File: config.mk
export PLATFORM = sky130hd
export DESIGN_NAME = pll_reset_sequencer
export DESIGN_NICKNAME = d
export VERILOG_FILES = /design/src/rtl/pll_reset_sequencer.sv
export SDC_FILE = /design/constraint.sdc
export NUM_CORES = 1
export LEC_CHECK = 0
export CELL_PAD_IN_SITES_DETAIL_PLACEMENT = 1
export CELL_PAD_IN_SITES_GLOBAL_PLACEMENT = 2
export CORE_ASPECT_RATIO = 1.4
export CORE_MARGIN = 3
export CORE_UTILIZATION = 38
export CTS_BUF_LIST = sky130_fd_sc_hd__clkbuf_8 sky130_fd_sc_hd__clkbuf_16
export CTS_CLUSTER_DIAMETER = 200
export CTS_CLUSTER_SIZE = 8
export DETAILED_ROUTE_END_ITERATION = 10
export PLACE_DENSITY = 0.95
export SYNTH_ARGS = -nofsm -noshare
export SYNTH_HDL_FRONTEND = slang
export SYNTH_SLANG_ARGS = --single-unit
File: constraint.sdc
create_clock -name REFERENCECLK -period 5.5 [get_ports REFERENCECLK]
set_clock_uncertainty 0.2 [all_clocks]
set_input_delay 0.55 -clock REFERENCECLK [delete_from_list [all_inputs] [get_ports REFERENCECLK]]
set_output_delay 0.55 -clock REFERENCECLK [all_outputs]
set_load 0.02 [all_outputs]
File: src/rtl/pll_reset_sequencer.sv
`timescale 1ns/1ps
// PLL reset sequencer: holds the PLL in reset, qualifies lock, then releases the downstream reset.
// Define PLL_SEQ_LOSS_COUNT_EN to build the saturating lock-loss counter on LOSS_CNT.
module pll_reset_sequencer #(
   parameter int unsigned HOLD_CYCLES   = 16,
   parameter int unsigned LOCK_TIMEOUT  = 65535,
   parameter int unsigned STABLE_CYCLES = 1024,
   parameter int unsigned MAX_RETRIES   = 3
) (
   input  logic       REFERENCECLK,
   input  logic       RESET,
   input  logic       LOCK,
   input  logic       RETRY,
   output logic       PLL_RESETB,
   output logic       SYS_RESET_N,
   output logic       READY,
   output logic       FAULT,
   output logic [7:0] LOSS_CNT
);

   // The shared counter only ever reaches (largest length - 1), so clog2 of that length suffices.
   localparam int unsigned MAX_AB  = (HOLD_CYCLES > LOCK_TIMEOUT) ? HOLD_CYCLES : LOCK_TIMEOUT;
   localparam int unsigned CNT_MAX = (MAX_AB > STABLE_CYCLES) ? MAX_AB : STABLE_CYCLES;
   localparam int unsigned CW      = (CNT_MAX > 1) ? $clog2(CNT_MAX) : 1;
   localparam int unsigned RW      = (MAX_RETRIES > 0) ? $clog2(MAX_RETRIES + 1) : 1;

   localparam logic [CW-1:0] HOLD_LAST    = CW'(HOLD_CYCLES - 1);
   localparam logic [CW-1:0] TIMEOUT_LAST = CW'(LOCK_TIMEOUT - 1);
   localparam logic [CW-1:0] STABLE_LAST  = CW'(STABLE_CYCLES - 1);
   localparam logic [RW-1:0] RETRY_LIMIT  = RW'(MAX_RETRIES);

   typedef enum logic [2:0] {
      S_HOLD      = 3'd0,
      S_WAIT_LOCK = 3'd1,
      S_SETTLE    = 3'd2,
      S_RUN       = 3'd3,
      S_FAULT     = 3'd4
   } state_t;

   state_t        state;
   state_t        state_nxt;
   logic [CW-1:0] cnt;
   logic [CW-1:0] cnt_nxt;
   logic [RW-1:0] retry_cnt;
   logic [RW-1:0] retry_nxt;
   logic          lock_meta;
   logic          lock_s;

   always_ff @(posedge REFERENCECLK or negedge RESET) begin
      if (!RESET) begin
         lock_meta <= 1'b0;
         lock_s    <= 1'b0;
      end else begin
         lock_meta <= LOCK;
         lock_s    <= lock_meta;
      end
   end

   always_ff @(posedge REFERENCECLK or negedge RESET) begin
      if (!RESET) begin
         state     <= S_HOLD;
         cnt       <= '0;
         retry_cnt <= '0;
      end else begin
         state     <= state_nxt;
         cnt       <= cnt_nxt;
         retry_cnt <= retry_nxt;
      end
   end

   // RETRY is a single-cycle pulse sampled on the clock edge; it only matters in FAULT.
   always_comb begin
      state_nxt = state;
      cnt_nxt   = cnt + 1'b1;
      retry_nxt = retry_cnt;
      case (state)
         S_HOLD: begin
            if (cnt == HOLD_LAST) begin
               state_nxt = S_WAIT_LOCK;
               cnt_nxt   = '0;
            end
         end
         S_WAIT_LOCK: begin
            if (lock_s) begin
               state_nxt = S_SETTLE;
               cnt_nxt   = '0;
            end else if (cnt == TIMEOUT_LAST) begin
               cnt_nxt = '0;
               if (retry_cnt < RETRY_LIMIT) begin
                  retry_nxt = retry_cnt + 1'b1;
                  state_nxt = S_HOLD;
               end else begin
                  state_nxt = S_FAULT;
               end
            end
         end
         S_SETTLE: begin
            // A lock glitch restarts qualification and the lock timeout.
            if (!lock_s) begin
               state_nxt = S_WAIT_LOCK;
               cnt_nxt   = '0;
            end else if (cnt == STABLE_LAST) begin
               state_nxt = S_RUN;
               cnt_nxt   = '0;
               retry_nxt = '0;
            end
         end
         S_RUN: begin
            cnt_nxt = '0;
            if (!lock_s) begin
               state_nxt = S_HOLD;
            end
         end
         S_FAULT: begin
            cnt_nxt = '0;
            if (RETRY) begin
               state_nxt = S_HOLD;
               retry_nxt = '0;
            end
         end
         default: begin
            state_nxt = S_HOLD;
            cnt_nxt   = '0;
         end
      endcase
   end

   // Outputs are registered from the next state so they line up with the state register.
   always_ff @(posedge REFERENCECLK or negedge RESET) begin
      if (!RESET) begin
         PLL_RESETB  <= 1'b0;
         SYS_RESET_N <= 1'b0;
         READY       <= 1'b0;
         FAULT       <= 1'b0;
      end else begin
         PLL_RESETB  <= (state_nxt != S_HOLD) && (state_nxt != S_FAULT);
         SYS_RESET_N <= (state_nxt == S_RUN);
         READY       <= (state_nxt == S_RUN);
         FAULT       <= (state_nxt == S_FAULT);
      end
   end

`ifdef PLL_SEQ_LOSS_COUNT_EN
   logic loss_evt;

   assign loss_evt = (state == S_RUN) && !lock_s;

   always_ff @(posedge REFERENCECLK or negedge RESET) begin
      if (!RESET) begin
         LOSS_CNT <= 8'h00;
      end else if (loss_evt && (LOSS_CNT != 8'hFF)) begin
         LOSS_CNT <= LOSS_CNT + 8'd1;
      end
   end
`else
   assign LOSS_CNT = 8'h00;
`endif

endmodule

[Word level (Yosys, flattened, before mapping)]
Cells that the tools add are included.
Storage, ports and cells
  input bits: 4
  word-level logic and storage cells: 54
  output and inout port bits: 12
  memories kept: 0
  bits in registers: 26
  bits in latches: 0
  RAM bits: 0
  memory bits (read-only): 0
Cells by class
  shifts and indexed selects: 0
  multipliers: 0
  bitwise logic cells: 0
  mux-type cells: 22
  order comparisons: 1
  reduce and logical (&&, ||, !) cells: 5
  eq/ne operators: 16
  $add $sub $neg: 2
  div/mod/pow operators: 0
Operators by type and width (count)
  $mux 16: 5
  $pmux 16 s3: 1
  $mux 3: 8
  $add 16x1->16 const B: 1
  $eq 16x10->1 const B: 1
  $eq 16x16->1 const B: 1
  $eq 16x4->1 const B: 1
  $pmux 3 s5: 1
  $mux 2: 6
  $ne 2x2->1 const B: 6
  $eq 3x2->1 const B: 3
  $reduce_and 7->1: 1
  $eq 3x3->1 const B: 2
  $pmux 2 s3: 1
  $reduce_bool 3->1: 2
  $eq 3x1->1 const B: 1
  $logic_not 3->1: 1
  $ne 3x3->1 const B: 1
  $add 2x1->2 const B: 1
  $lt 2x2->1 const B: 1
  $logic_and 1x1->1: 1

[Depth between registers and ports, before layout]
  word-level depth: 7
  gate-level depth with buffers: 8
  gate-level depth less buffers: 5

[Least setup slack after synthesis]
OpenSTA, ideal clock, no wires.
  kind: register to register
  from: register cnt[0]
  to: register cnt[0]
  cell stages (with the launch flop): 9
  required time: 5165 ps
  library setup time: 135 ps
  path buffers: 3
  arrival: 1603 ps
  period minus slack after synthesis: 1939 ps
  slack: 3561 ps
  cell sequence: dfrtp_1 > ha_1 > and3_1 > clkbuf_1 > nand4_1 > nand2b_1 > clkbuf_1 > buf_2 > a31oi_1
On the way
  longest elaborated chain between the ends: 4
  elaborated cells on any way between the ends: 10
  those cells by class: 1 x add/sub; 3 x eq/ne; 6 x mux
RTL lines
  from (decl): line 42  | logic [CW-1:0] cnt;
  from (signal assigned): line 66  | cnt <= cnt_nxt;
  $add 16x1->16 (tied with other cells): line 74  | cnt_nxt = cnt + 1'b1;
  $mux 16 (on tied branches): line 102, 87
  $mux 16 (on tied branches): line 99, 84
  $pmux 16 s3 *: line 76  | case (state)
  named net cnt_nxt[0]: line 43  | logic [CW-1:0] cnt_nxt;
Mark *: on every way through the listed nets, which the timed path passes. The rest lies on a longest branch.
A chain may end at the register's enable or synchronous reset.

[Final worst setup path]
  from: register cnt[10]
  to: register cnt[3]
On the way
  longest elaborated chain between the ends: 4
  elaborated cells on any way between the ends: 9
  those cells by class: 3 x eq/ne; 6 x mux
RTL lines (line)
  $eq 16x10->1 or $eq 16x16->1 (tied branches): 102, 87
  $mux 16 (on tied branches): 102, 87
  $mux 16 (on tied branches): 99, 84
  $pmux 16 s3 *: 76
  named net cnt_nxt[3]: 43
Marked as above.

==> impl_metrics.env <==
export IMPL_status="completed"
export IMPL_grt_usage=0.159
export IMPL_cts_resized=0
export IMPL_numCtsBuffers=3
export IMPL_post_place_ws_ns=3.18
export IMPL_critPathBufInv=0
export IMPL_relSlewSlack=0.218
export IMPL_slew_violations=0
export IMPL_dpl_cell_area_sq_um=1530
export IMPL_tightestPinTransition_ns=1.17
export IMPL_dp_hpwl_um=2480
export IMPL_yosysSeqAreaShare=0.435
export IMPL_yosys_area_share_simple=0.232
export IMPL_max_freq_ghz=0.426
export IMPL_synth_compound_area_frac=0.133
export IMPL_cts_htree_levels=1
export IMPL_final_nets=159
export IMPL_cts_root_buf="clkbuf_8"
export IMPL_clockBufferDepth=2
export IMPL_floorplan_initialDensity=0.404
export IMPL_fin_ws_ns=3.15
export IMPL_setup_viol_count_final=0
export IMPL_grt_pass1_wl_um=5730
export IMPL_fin_setup_tns_ns=0
export IMPL_clkTransAtPathRegs_ns=0.08
export IMPL_cts_hold_buffers=0
export IMPL_netlist_instances=150
export IMPL_area_growth_pct=5.18
export IMPL_cts_tree="done"
export IMPL_hold_ws_ns=0.154
export IMPL_drt_total_wl_um=3280
export IMPL_core_area_sq_um=3710
export IMPL_synth_top_family_by_area="simple AND/OR/NAND/NOR gates"
export IMPL_drtIter0Drc=31
export IMPL_die_w_um=59.0
export IMPL_critical_path_top_delay_family="simple AND/OR/NAND/NOR gates"
export IMPL_finalHoldViolCount=0
export IMPL_cts_sinks=26
export IMPL_num_rows=26
export IMPL_synth_distinct_cells=37
export IMPL_avgSynthCellArea_sq_um=9.98
export IMPL_insertion_delay_ns=0.27
export IMPL_antenna_found_initial=0
export IMPL_cp_end_kind="flip-flop"
export IMPL_powerDensity_nw_per_um2=347
export IMPL_synth_xor_area_frac=0.0819
export IMPL_grt_max_degree=27
export IMPL_cp_start_kind="flip-flop"
export IMPL_final_common_cell="dfrtp_1"
export IMPL_min_path_type="reg -> reg"
export IMPL_crit_chain="nor4_1 > nand4_1 > nand3_1 > a31oi_1"
export IMPL_rsz0062_at_grt="no"
export IMPL_synth_warnings=0
export IMPL_io_buffers=7
export IMPL_ys_ff_latch=26
export IMPL_p_leak_uw=0.000624
export IMPL_synth_adder_area_share=0.0251
export IMPL_drv_cap=0
export IMPL_arrival_ns=2.26
export IMPL_place_congestion=0.762
export IMPL_route_detailed_drc=0
export IMPL_ant_nets=0
export IMPL_cpPeakStageDelay_ns=0.57
export IMPL_die_area_sq_um=4740
export IMPL_viasPerCell=5.94
export IMPL_synthMuxAreaShare=0
export IMPL_synthTopCellsByArea="dfrtp_1 43%, a31oi_1 6.7%, xnor2_1 6.4%"
export IMPL_synth_largest_area_cell="dfrtp_1"
export IMPL_synth_top_area_share=0.435
export IMPL_layout_common_cells="26 x dfrtp_1, 16 x a31oi_1, 11 x xnor2_1, 8 x conb_1"
export IMPL_slowest_stage="nand3_1"
export IMPL_worstSetupPathType="reg -> reg"
export IMPL_drtPass1Iterations=4
export IMPL_wire_per_inst_um=17.1
export IMPL_die_h_um=80.3
export IMPL_num_vias=1140
export IMPL_grt_pass1_vias=1220
export IMPL_peakVddDrop_mv=0.231
export IMPL_fin_crit_sh=0.427
export IMPL_num_antenna_cells=0
export IMPL_grt_ovfl_total=0
export IMPL_synth_area_sq_um=1500
export IMPL_fin_crit_ns=2.35
export IMPL_layout_drive_gt1_share=0.0533
export IMPL_ios=16
export IMPL_cts_setup_buffers=0
export IMPL_final_design_area_no_fill_sq_um=1570
export IMPL_cp_max_fo=16
export IMPL_cp_required_ns=5.41
## state kept, by name, summed over array words and instances, names as in the netlist
signal / flops
lock_s: 1
lock_meta: 1
READY: 1
PLL_RESETB: 1
cnt: 16
state: 3
FAULT: 1
retry_cnt: 2
## metrics by stage
step / cells / utilization / power (uW)
after floorplan: 157 / - / 401
final: 192 / 0.424 / 546
after detailed placement: 189 / 0.413 / 447
after global routing: 192 / 0.424 / 588
after global placement: 189 / 0.413 / 433
after CTS: 192 / 0.424 / 552
## worst register-to-register path, cell delays in order (launching register included)
cell     delay, ns
dfrtp_1       0.44
nor4_1        0.56
nand4_1       0.21
nand3_1       0.57
a31oi_1       0.21
## kinds of logic after synthesis
kind of cell | count (synthesis)
and+or+nand+nor | 53
AOI/OAI and AO/OA | 30
xor gates and xnor gates | 14
DFF | 26
adders and majority gates | 3
buffers and inverters | 23
other | 1
## report_power, final
part           switching, uW  internal, uW  leakage, uW
registers               42.6           223     0.000349
logic                    111          64.2     0.000253
clock network           56.3          49.1    0.0000216
total                    210           337     0.000624
## cell type report
type,instances,area [sq um]
sequential,26,651
clock buffer,3,41.3
timing repair buffer,7,70.1
multi-input combinational,108,737
tap,42,52.6
fill,435,2130
inverter,6,22.5
## layer usage
layer	global-route usage	up-vias	wire length, um
li1	-	540	-
met4	0.0680	0	72
met1	0.170	578	1290
met3	0.0305	8	81
met5	0	-	0
met2	0.292	14	1840
## Yosys cell counts (all sizes together)
| master | instances |
|---|---|
| xnor2 | 11 |
| o21ai | 7 |
| nand3b | 2 |
| o211ai | 2 |
| inv | 6 |
| a32oi | 1 |
| nand2 | 5 |
| and4b | 1 |
| a21o | 1 |
| nor4 | 7 |
| o21a | 1 |
| o2111ai | 1 |
| nor4bb | 1 |
| xor2 | 3 |
| nor3 | 5 |
| buf | 14 |
| or3 | 4 |
| nand3 | 8 |
| a21oi | 1 |
| ha | 3 |
| nand2b | 2 |
| a31oi | 16 |
| nor4b | 1 |
| conb | 1 |
| and4 | 4 |
| nor2 | 4 |
| dfrtp | 26 |
| and3 | 1 |
| nand4b | 2 |
| clkbuf | 3 |
| nand4 | 6 |
## worst paths after layout
path	start	end	slack, ns	cells past startpoint
worst max register to register	cnt[10]	cnt[3]	3.15	4
worst max-delay path	cnt[10]	cnt[3]	3.15	4
worst min register to register	lock_meta	lock_s	0.15	0
min in group asynchronous	RESET	retry_cnt[0]	0.69	1
worst min-delay path	lock_meta	lock_s	0.15	0
max in group asynchronous	RESET	READY	3.70	1
Power figures use the tool's default switching activity.
